## config.mk

```make
export PLATFORM = sky130hd
export DESIGN_NAME = cabac_ctx_state_rw_flat
export DESIGN_NICKNAME = d
export VERILOG_FILES = /design/src/rtl/cabac_pkg.sv /design/src/rtl/cabac_ctx_state_rw_if.sv /design/src/rtl/cabac_ctx_trans.sv /design/src/rtl/cabac_ctx_state_rw.sv /design/src/flat_wrapper.sv
export SDC_FILE = /design/constraint.sdc
export NUM_CORES = 2
export LEC_CHECK = 0
export ABC_AREA = 1
export CORE_ASPECT_RATIO = 0.8
export CORE_MARGIN = 1
export CORE_UTILIZATION = 25
export CTS_BUF_LIST = sky130_fd_sc_hd__clkbuf_16
export CTS_CLUSTER_SIZE = 12
export DETAILED_ROUTE_END_ITERATION = 8
export HOLD_SLACK_MARGIN = 0.06
export PLACE_DENSITY = 0.44
export SYNTH_ARGS = -nofsm -noshare
export SYNTH_HDL_FRONTEND = slang
export SYNTH_HIERARCHICAL = 1
export SYNTH_SLANG_ARGS = --single-unit
```

## constraint.sdc

```tcl
create_clock -name clk -period 7.8 [get_ports clk]
set_clock_uncertainty 0.15 [all_clocks]
set_input_delay 1.17 -clock clk [delete_from_list [all_inputs] [get_ports clk]]
set_output_delay 1.17 -clock clk [all_outputs]
set_load 0.02 [all_outputs]
```

## src/rtl/cabac_pkg.sv

```systemverilog
// Shared CABAC context types: address split, context-state layout and the
// LPS state-transition table used by the context updater.
package cabac_pkg;

    localparam int unsigned CTX_BANK_W = 3;
    localparam int unsigned CTX_IDX_W  = 5;
    localparam int unsigned CTX_ADDR_W = CTX_BANK_W + CTX_IDX_W;
    localparam int unsigned CTX_PIDX_W = 6;

    // First address that is never stored; everything at or above it is rejected
    localparam logic [CTX_ADDR_W-1:0] CTX_ADDR_INVALID = 8'hBF;

    // MPS path saturates here; 63 is a terminal state that never moves
    localparam logic [CTX_PIDX_W-1:0] CTX_PIDX_MPS_MAX = 6'd62;

    typedef struct packed {
        logic [CTX_PIDX_W-1:0] pidx;
        logic                  mps;
    } ctx_state_t;

    typedef enum logic [1:0] {
        ST_IDLE = 2'd0,
        ST_INIT = 2'd1,
        ST_RUN  = 2'd2
    } ctx_fsm_t;

    localparam logic [CTX_PIDX_W-1:0] TRANS_IDX_LPS [64] = '{
        6'd0,  6'd0,  6'd1,  6'd2,  6'd2,  6'd4,  6'd4,  6'd5,
        6'd6,  6'd7,  6'd8,  6'd9,  6'd9,  6'd11, 6'd11, 6'd12,
        6'd13, 6'd13, 6'd15, 6'd15, 6'd16, 6'd16, 6'd18, 6'd18,
        6'd19, 6'd19, 6'd21, 6'd21, 6'd22, 6'd22, 6'd23, 6'd24,
        6'd24, 6'd25, 6'd26, 6'd26, 6'd27, 6'd27, 6'd28, 6'd29,
        6'd29, 6'd30, 6'd30, 6'd30, 6'd31, 6'd32, 6'd32, 6'd33,
        6'd33, 6'd33, 6'd34, 6'd34, 6'd35, 6'd35, 6'd35, 6'd36,
        6'd36, 6'd36, 6'd37, 6'd37, 6'd37, 6'd38, 6'd38, 6'd63
    };

    function automatic logic [CTX_PIDX_W-1:0] trans_idx_lps(input logic [CTX_PIDX_W-1:0] pidx);
        return TRANS_IDX_LPS[pidx];
    endfunction

endpackage

```

## src/rtl/cabac_ctx_state_rw_if.sv

```systemverilog
// Bin-request / context-state response bus between binarizer and context store.
interface cabac_ctx_state_rw_if;
    import cabac_pkg::*;

    logic                  req_valid_i;
    logic                  req_ready_o;
    logic [CTX_ADDR_W-1:0] req_addr_i;
    logic                  req_bin_i;
    logic                  state_valid_o;
    logic [CTX_PIDX_W-1:0] state_pidx_o;
    logic                  state_mps_o;
    logic                  err_o;

    modport master (
        output req_valid_i, req_addr_i, req_bin_i,
        input  req_ready_o, state_valid_o, state_pidx_o, state_mps_o, err_o
    );

    modport slave (
        input  req_valid_i, req_addr_i, req_bin_i,
        output req_ready_o, state_valid_o, state_pidx_o, state_mps_o, err_o
    );

endinterface

```

## src/rtl/cabac_ctx_trans.sv

```systemverilog
// Combinational context-state transition after coding one bin.
module cabac_ctx_trans
    import cabac_pkg::*;
(
    input  ctx_state_t cur_state,
    input  logic       bin,
    output ctx_state_t state_nxt_c
);

    always_comb begin
        state_nxt_c = cur_state;
        if (bin == cur_state.mps) begin
            // 62 saturates, 63 is terminal; both fail this compare and hold
            if (cur_state.pidx < CTX_PIDX_MPS_MAX) begin
                state_nxt_c.pidx = cur_state.pidx + 6'd1;
            end
        end else begin
            state_nxt_c.pidx = trans_idx_lps(cur_state.pidx);
            if (cur_state.pidx == '0) begin
                state_nxt_c.mps = ~cur_state.mps;
            end
        end
    end

endmodule

```

## src/rtl/cabac_ctx_state_rw.sv

```systemverilog
// CABAC context-state store: slice-start init from an external table, then a
// two-stage read/update/write-back pipeline with S2->S1 forwarding.
module cabac_ctx_state_rw
    import cabac_pkg::*;
#(
    parameter int unsigned NUM_BANK   = 6,
    parameter int unsigned BANK_DEPTH = 32
) (
    input  logic                  clk,
    input  logic                  rst_n,
    input  logic                  init_start_i,
    output logic [CTX_ADDR_W-1:0] init_addr_o,
    input  logic [CTX_PIDX_W:0]   init_data_i,
    output logic                  init_done_o,
    cabac_ctx_state_rw_if.slave   bus
);

    localparam int unsigned DEPTH = NUM_BANK * BANK_DEPTH;
    localparam logic [CTX_ADDR_W-1:0] LAST_ADDR = CTX_ADDR_W'(DEPTH - 1);

    ctx_fsm_t              state;
    ctx_state_t            ctx_mem [DEPTH];

    logic                  s2_valid;
    logic                  s2_err;
    logic                  s2_bin;
    logic [CTX_ADDR_W-1:0] s2_addr;
    ctx_state_t            s2_state;
    ctx_state_t            s2_nxt_c;
    logic                  err_q;

    logic                  init_wr;
    logic [CTX_ADDR_W-1:0] init_wr_addr;

    logic                  accept_c;
    logic                  addr_bad_c;
    logic [CTX_ADDR_W-1:0] rd_idx_c;
    ctx_state_t            rd_state_c;
    ctx_state_t            s1_state_c;
    logic                  s2_wr_c;
    logic                  fwd_c;
    logic                  init_last_wr_c;

    assign bus.req_ready_o   = (state == ST_RUN);
    assign bus.state_valid_o = s2_valid;
    assign bus.state_pidx_o  = s2_state.pidx;
    assign bus.state_mps_o   = s2_state.mps;
    assign bus.err_o         = err_q;

    // S1: read the entry, replacing it with S2's result when S2 targets the same context
    always_comb begin
        accept_c       = bus.req_valid_i && (state == ST_RUN);
        addr_bad_c     = (bus.req_addr_i >= CTX_ADDR_INVALID);
        rd_idx_c       = addr_bad_c ? '0 : bus.req_addr_i;
        rd_state_c     = ctx_mem[rd_idx_c];
        s2_wr_c        = s2_valid && !s2_err;
        fwd_c          = s2_wr_c && (s2_addr == bus.req_addr_i);
        s1_state_c     = fwd_c ? s2_nxt_c : rd_state_c;
        init_last_wr_c = init_wr && (init_wr_addr == LAST_ADDR);
    end

    cabac_ctx_trans u_trans (
        .cur_state   (s2_state),
        .bin         (s2_bin),
        .state_nxt_c (s2_nxt_c)
    );

    // Control FSM, init address walker and S2 pipeline registers
    always_ff @(posedge clk) begin
        if (!rst_n) begin
            state        <= ST_IDLE;
            init_addr_o  <= '0;
            init_done_o  <= 1'b0;
            init_wr      <= 1'b0;
            init_wr_addr <= '0;
            s2_valid     <= 1'b0;
            s2_err       <= 1'b0;
            s2_bin       <= 1'b0;
            s2_addr      <= '0;
            s2_state     <= '0;
            err_q        <= 1'b0;
        end else begin
            init_done_o <= 1'b0;
            init_wr     <= 1'b0;

            unique case (state)
                ST_IDLE, ST_RUN: begin
                    if (init_start_i) begin
                        state       <= ST_INIT;
                        init_addr_o <= '0;
                    end
                end
                ST_INIT: begin
                    // Table data trails its address by one cycle, so the write lags the walk
                    init_wr      <= 1'b1;
                    init_wr_addr <= init_addr_o;
                    if (init_addr_o != LAST_ADDR) begin
                        init_addr_o <= init_addr_o + 8'd1;
                    end
                    init_done_o <= (init_addr_o == LAST_ADDR) && !init_last_wr_c;
                    if (init_last_wr_c) begin
                        state       <= ST_RUN;
                        init_addr_o <= '0;
                        init_wr     <= 1'b0;
                    end
                end
                default: begin
                    state <= ST_IDLE;
                end
            endcase

            s2_valid <= accept_c;
            err_q    <= accept_c && addr_bad_c;
            if (accept_c) begin
                s2_addr  <= bus.req_addr_i;
                s2_bin   <= bus.req_bin_i;
                s2_err   <= addr_bad_c;
                s2_state <= addr_bad_c ? ctx_state_t'('0) : s1_state_c;
            end
        end
    end

    // Single write port: pipeline write-back and init writes never overlap in time
    always_ff @(posedge clk) begin
        if (s2_wr_c) begin
            ctx_mem[s2_addr] <= s2_nxt_c;
        end else if (init_wr) begin
            ctx_mem[init_wr_addr] <= ctx_state_t'(init_data_i);
        end
    end

endmodule

```

## src/flat_wrapper.sv

```systemverilog
// flat-port wrapper written by rule: the top's interface ports become plain ports
module cabac_ctx_state_rw_flat import cabac_pkg::*;
#(
    parameter int unsigned NUM_BANK   = 6,
    parameter int unsigned BANK_DEPTH = 32
)
  (clk, rst_n, init_start_i, init_addr_o, init_data_i, init_done_o, bus_req_valid_i, bus_req_addr_i, bus_req_bin_i, bus_req_ready_o, bus_state_valid_o, bus_state_pidx_o, bus_state_mps_o, bus_err_o);
  cabac_ctx_state_rw_if bus_i ();
  input  logic clk;
  input  logic rst_n;
  input  logic init_start_i;
  output logic [CTX_ADDR_W-1:0] init_addr_o;
  input  logic [CTX_PIDX_W:0] init_data_i;
  output logic init_done_o;
  input wire logic [$bits(bus_i.req_valid_i)-1:0] bus_req_valid_i;
  input wire logic [$bits(bus_i.req_addr_i)-1:0] bus_req_addr_i;
  input wire logic [$bits(bus_i.req_bin_i)-1:0] bus_req_bin_i;
  output wire logic [$bits(bus_i.req_ready_o)-1:0] bus_req_ready_o;
  output wire logic [$bits(bus_i.state_valid_o)-1:0] bus_state_valid_o;
  output wire logic [$bits(bus_i.state_pidx_o)-1:0] bus_state_pidx_o;
  output wire logic [$bits(bus_i.state_mps_o)-1:0] bus_state_mps_o;
  output wire logic [$bits(bus_i.err_o)-1:0] bus_err_o;
  assign bus_i.req_valid_i = bus_req_valid_i;
  assign bus_i.req_addr_i = bus_req_addr_i;
  assign bus_i.req_bin_i = bus_req_bin_i;
  assign bus_req_ready_o = bus_i.req_ready_o;
  assign bus_state_valid_o = bus_i.state_valid_o;
  assign bus_state_pidx_o = bus_i.state_pidx_o;
  assign bus_state_mps_o = bus_i.state_mps_o;
  assign bus_err_o = bus_i.err_o;
  cabac_ctx_state_rw #(.NUM_BANK(NUM_BANK), .BANK_DEPTH(BANK_DEPTH)) u_core (.clk(clk), .rst_n(rst_n), .init_start_i(init_start_i), .init_addr_o(init_addr_o), .init_data_i(init_data_i), .init_done_o(init_done_o), .bus(bus_i));
endmodule
```

==> results.ini <==
[sta]
tns_ns = 0
slew_headroom_pct = 13.1
slew_violations = 0
tightest_slew_ns = 1.30
max_freq_mhz = 185
min_period_ns = 5.41
post-route-period-util_pct = 69.4
rsz0062_at_grt = no
holdWs_ns = 0.340
final-hold-violation-count = 0
setup_violations = 0
fin_ws_ns = 2.39

[min_path]
min_path_type = register to register
min_to = u_core/s2_addr[4]$_SDFFE_PN0P_
hold_start = u_core/s2_addr[4]$_SDFFE_PN0P_
hold_path_depth = 2

[grt]
grt_max_degree = 189
grt_pass1_wl_mm = 280
track_usage_pct = 15.8
overflow = 0
antenna_found_initial = 15
first_global_vias = 38600

[detailed_routing]
vias = 40800
viasPerCell = 4.99
firstDrtPassIters = 7
maxUsedRoutingLayer = met5
drtIter0Drc = 4121
route.met3.wl_mm = 13.5
met2_length_mm = 81.6
routedWlPerCell_um = 23.5
drc = 0
drt-total-wl_mm = 192
ant_nets = 0
drt-met1-wl_mm = 93.6

[synth]
ys_types = 45
yosys_warnings = 6
yosys_register_bits = 1383
synth_common_cells = edfxtp_1, nand3_1, nand2_1, nand4_1, nor2_1
async_reset_ff_share_pct = 0
synth_area_leader_cell = edfxtp_1
netlist_area_mm2 = 0.0586
syn_area_per_cell_um2 = 11.5
synth_ff_type = edfxtp_1
syn_inst = 5113
netlist_top_cells_area = edfxtp_1, nand3_1, nand2_1
syn_nets = 5145
ys_seq_area_share_pct = 70.2
synth.most_common_cell = edfxtp_1
synth_top_area_share_pct = 68.9
synth_edf_count = 1344

[critical_path]
worstSetupPathType = input pin to register
reg2reg_depth = 10
start_kind = input pin
timing.rr.end = u_core/ctx_mem[78][2]$_DFFE_PP_
r2r_start = u_core/bus.state_pidx_o[1]$_SDFFE_PN0P_
crit_fanout = 88
crit_required_ns = 8.29
cp-end-kind = register
worstPathArrival_ns = 5.91
r2r_setup_slack_ns = 3.39

[pwr]
power_uw = 16200
leakagePower_uw = 0.0224
power_density_mw_per_mm2 = 243
max-vdd-ir-drop_v = 0.000179

[floorplanning]
die-area_mm2 = 0.236
ioPinCount = 39
core_mm2 = 0.232
start_util_pct = 25.2
rows = 158
die_h_um = 435
dieWidth_um = 543

[finish]
syn2layout_area_growth_pct = 13.3
n_fill_cell = 23900
drive_above_1_share_pct = 5.64
finish.utilization_pct = 28.6
seqCellArea_mm2 = 0.0411
multi_input_area_mm2 = 0.0155
fin_nets = 4979

[clock_tree]
h-tree-depth = 4
clock_path_buffers = 3
clk_latency_ns = 0.79
clockRootBuffer = clkbuf_16
cts_made_buffers = 146
cts_tree = yes
post_cts_buffers = 0
cts.sinks = 1383
hold_buffers = 0
post_cts_resized = 0
clk_pin_slew_ns = 0.06

[run]
drv_cap = 0

[placement]
port_buffers = 38
gp_routability_congestion = 0.810
dp_hpwl_mm = 104
place_ws_ns = 1.62

[run_status]
outcome = completed

## critical path: stages
cell,delay (ns)
clkdlybuf4s50_1,0.60
nand2_1,0.14
nor2_1,0.10
nand2_8,0.56
nand3_4,0.71
inv_8,0.48
buf_4,0.59
nand3_1,0.15
nand3_1,0.10
nand3_1,0.12
nand3_1,0.15
nand3_1,0.15
nand3_1,0.37
nand2_1,0.10
nand2_1,0.07
nand2_1,0.08
nand2_1,0.06
a21oi_1,0.06
## where the power goes
part | total [uW] | switching (uW) | internal (uW) | leakage, uW
Combinational | 1430 | 1110 | 314 | 0.00749
Clock | 6460 | 2950 | 3510 | 0.00228
Sequential | 8270 | 12.8 | 8260 | 0.0126
Total | 16200 | 4070 | 12100 | 0.0224
## worst max path at each step
stage	slack [ns]	from	cells after the start	endpoint
floorplan	4.22	u_core/bus.state_pidx_o[1]$_SDFFE_PN0P_	10	u_core/ctx_mem[0][1]$_DFFE_PP_
global placement	1.58	bus_req_addr_i[1]	18	u_core/bus.state_mps_o$_SDFFE_PN0P_
detailed placement	1.62	bus_req_addr_i[7]	18	u_core/bus.state_pidx_o[4]$_SDFFE_PN0P_
CTS	2.48	bus_req_addr_i[7]	18	u_core/bus.state_pidx_o[4]$_SDFFE_PN0P_
global route	2.10	bus_req_addr_i[7]	18	u_core/bus.state_pidx_o[4]$_SDFFE_PN0P_
finish	2.39	bus_req_addr_i[7]	18	u_core/bus.state_pidx_o[4]$_SDFFE_PN0P_
## kinds of logic (layout without fill, tap and decap cells)
group | count (synthesis) | in the layout | synth area share, %
compound gates | 91 | 91 | 0.831
xor+xnor | 6 | 6 | 0.102
fa+ha+maj | 12 | 12 | 0.256
buf+inv | 508 | 444 | 3.71
flops | 1383 | 1383 | 70.2
mux | 8 | 8 | 0.154
other cells | 0 | 5 | 0
simple gates | 3105 | 3105 | 24.7
## per-layer routing
metal	up-vias	GRT usage, %
met5	-	0
met4	8	3.35
met3	191	2.89
met2	1330	22.4
met1	20800	24.7
li1	18400	-
## flip-flops by register name, indices dropped and copies added (netlist names)
signal                    cells
u_core/state                  2
u_core/init_wr_addr           8
u_core/ctx_mem             1344
u_core/bus.err_o              1
u_core/init_addr_o            8
u_core/init_wr                1
u_core/init_done_o            1
u_core/s2_addr                8
u_core/s2_err                 1
u_core/bus.state_mps_o        1
u_core/s2_bin                 1
u_core/bus.state_pidx_o       6
u_core/bus.state_valid_o      1
## final cells by class
class | count | area share (%)
Sequential cell | 1383 | 62.0
Clock buffer | 147 | 5.54
Clock inverter | 103 | 0.899
Tap cell | 3120 | 5.88
Inverter | 85 | 0.509
Timing Repair Buffer | 109 | 1.89
Multi-Input combinational cell | 3222 | 23.3
Antenna cell | 5 | 0.0188
## cells in the final DEF, fill, tap and decap left out, types with 3 or more instances in the layout
cell type	n
edfxtp_1	1344
nand3_1	1336
nand2_1	1059
nand4_1	432
nor2_1	241
clkbuf_16	147
inv_1	126
buf_4	44
o21ai_0	41
dfxtp_1	39
a21oi_1	38
clkdlybuf4s50_1	37
buf_12	27
clkinv_1	26
ha_1	12
clkinv_2	10
nor3_1	10
inv_6	8
mux2_8	7
inv_2	6
diode_2	5
clkinv_8	4
xor2_1	4
bufinv_16	3
nand2_2	3
nand3_4	3
nor2_4	3
nor2_2	3
## stage by stage
stage	cells	cell area [um2]
finish	8174	66400
global route	8170	66400
CTS	8169	66400
detailed placement	7919	62100
global placement	7919	62100
floorplan	5113	58600
Power figures use the tool's default switching activity.
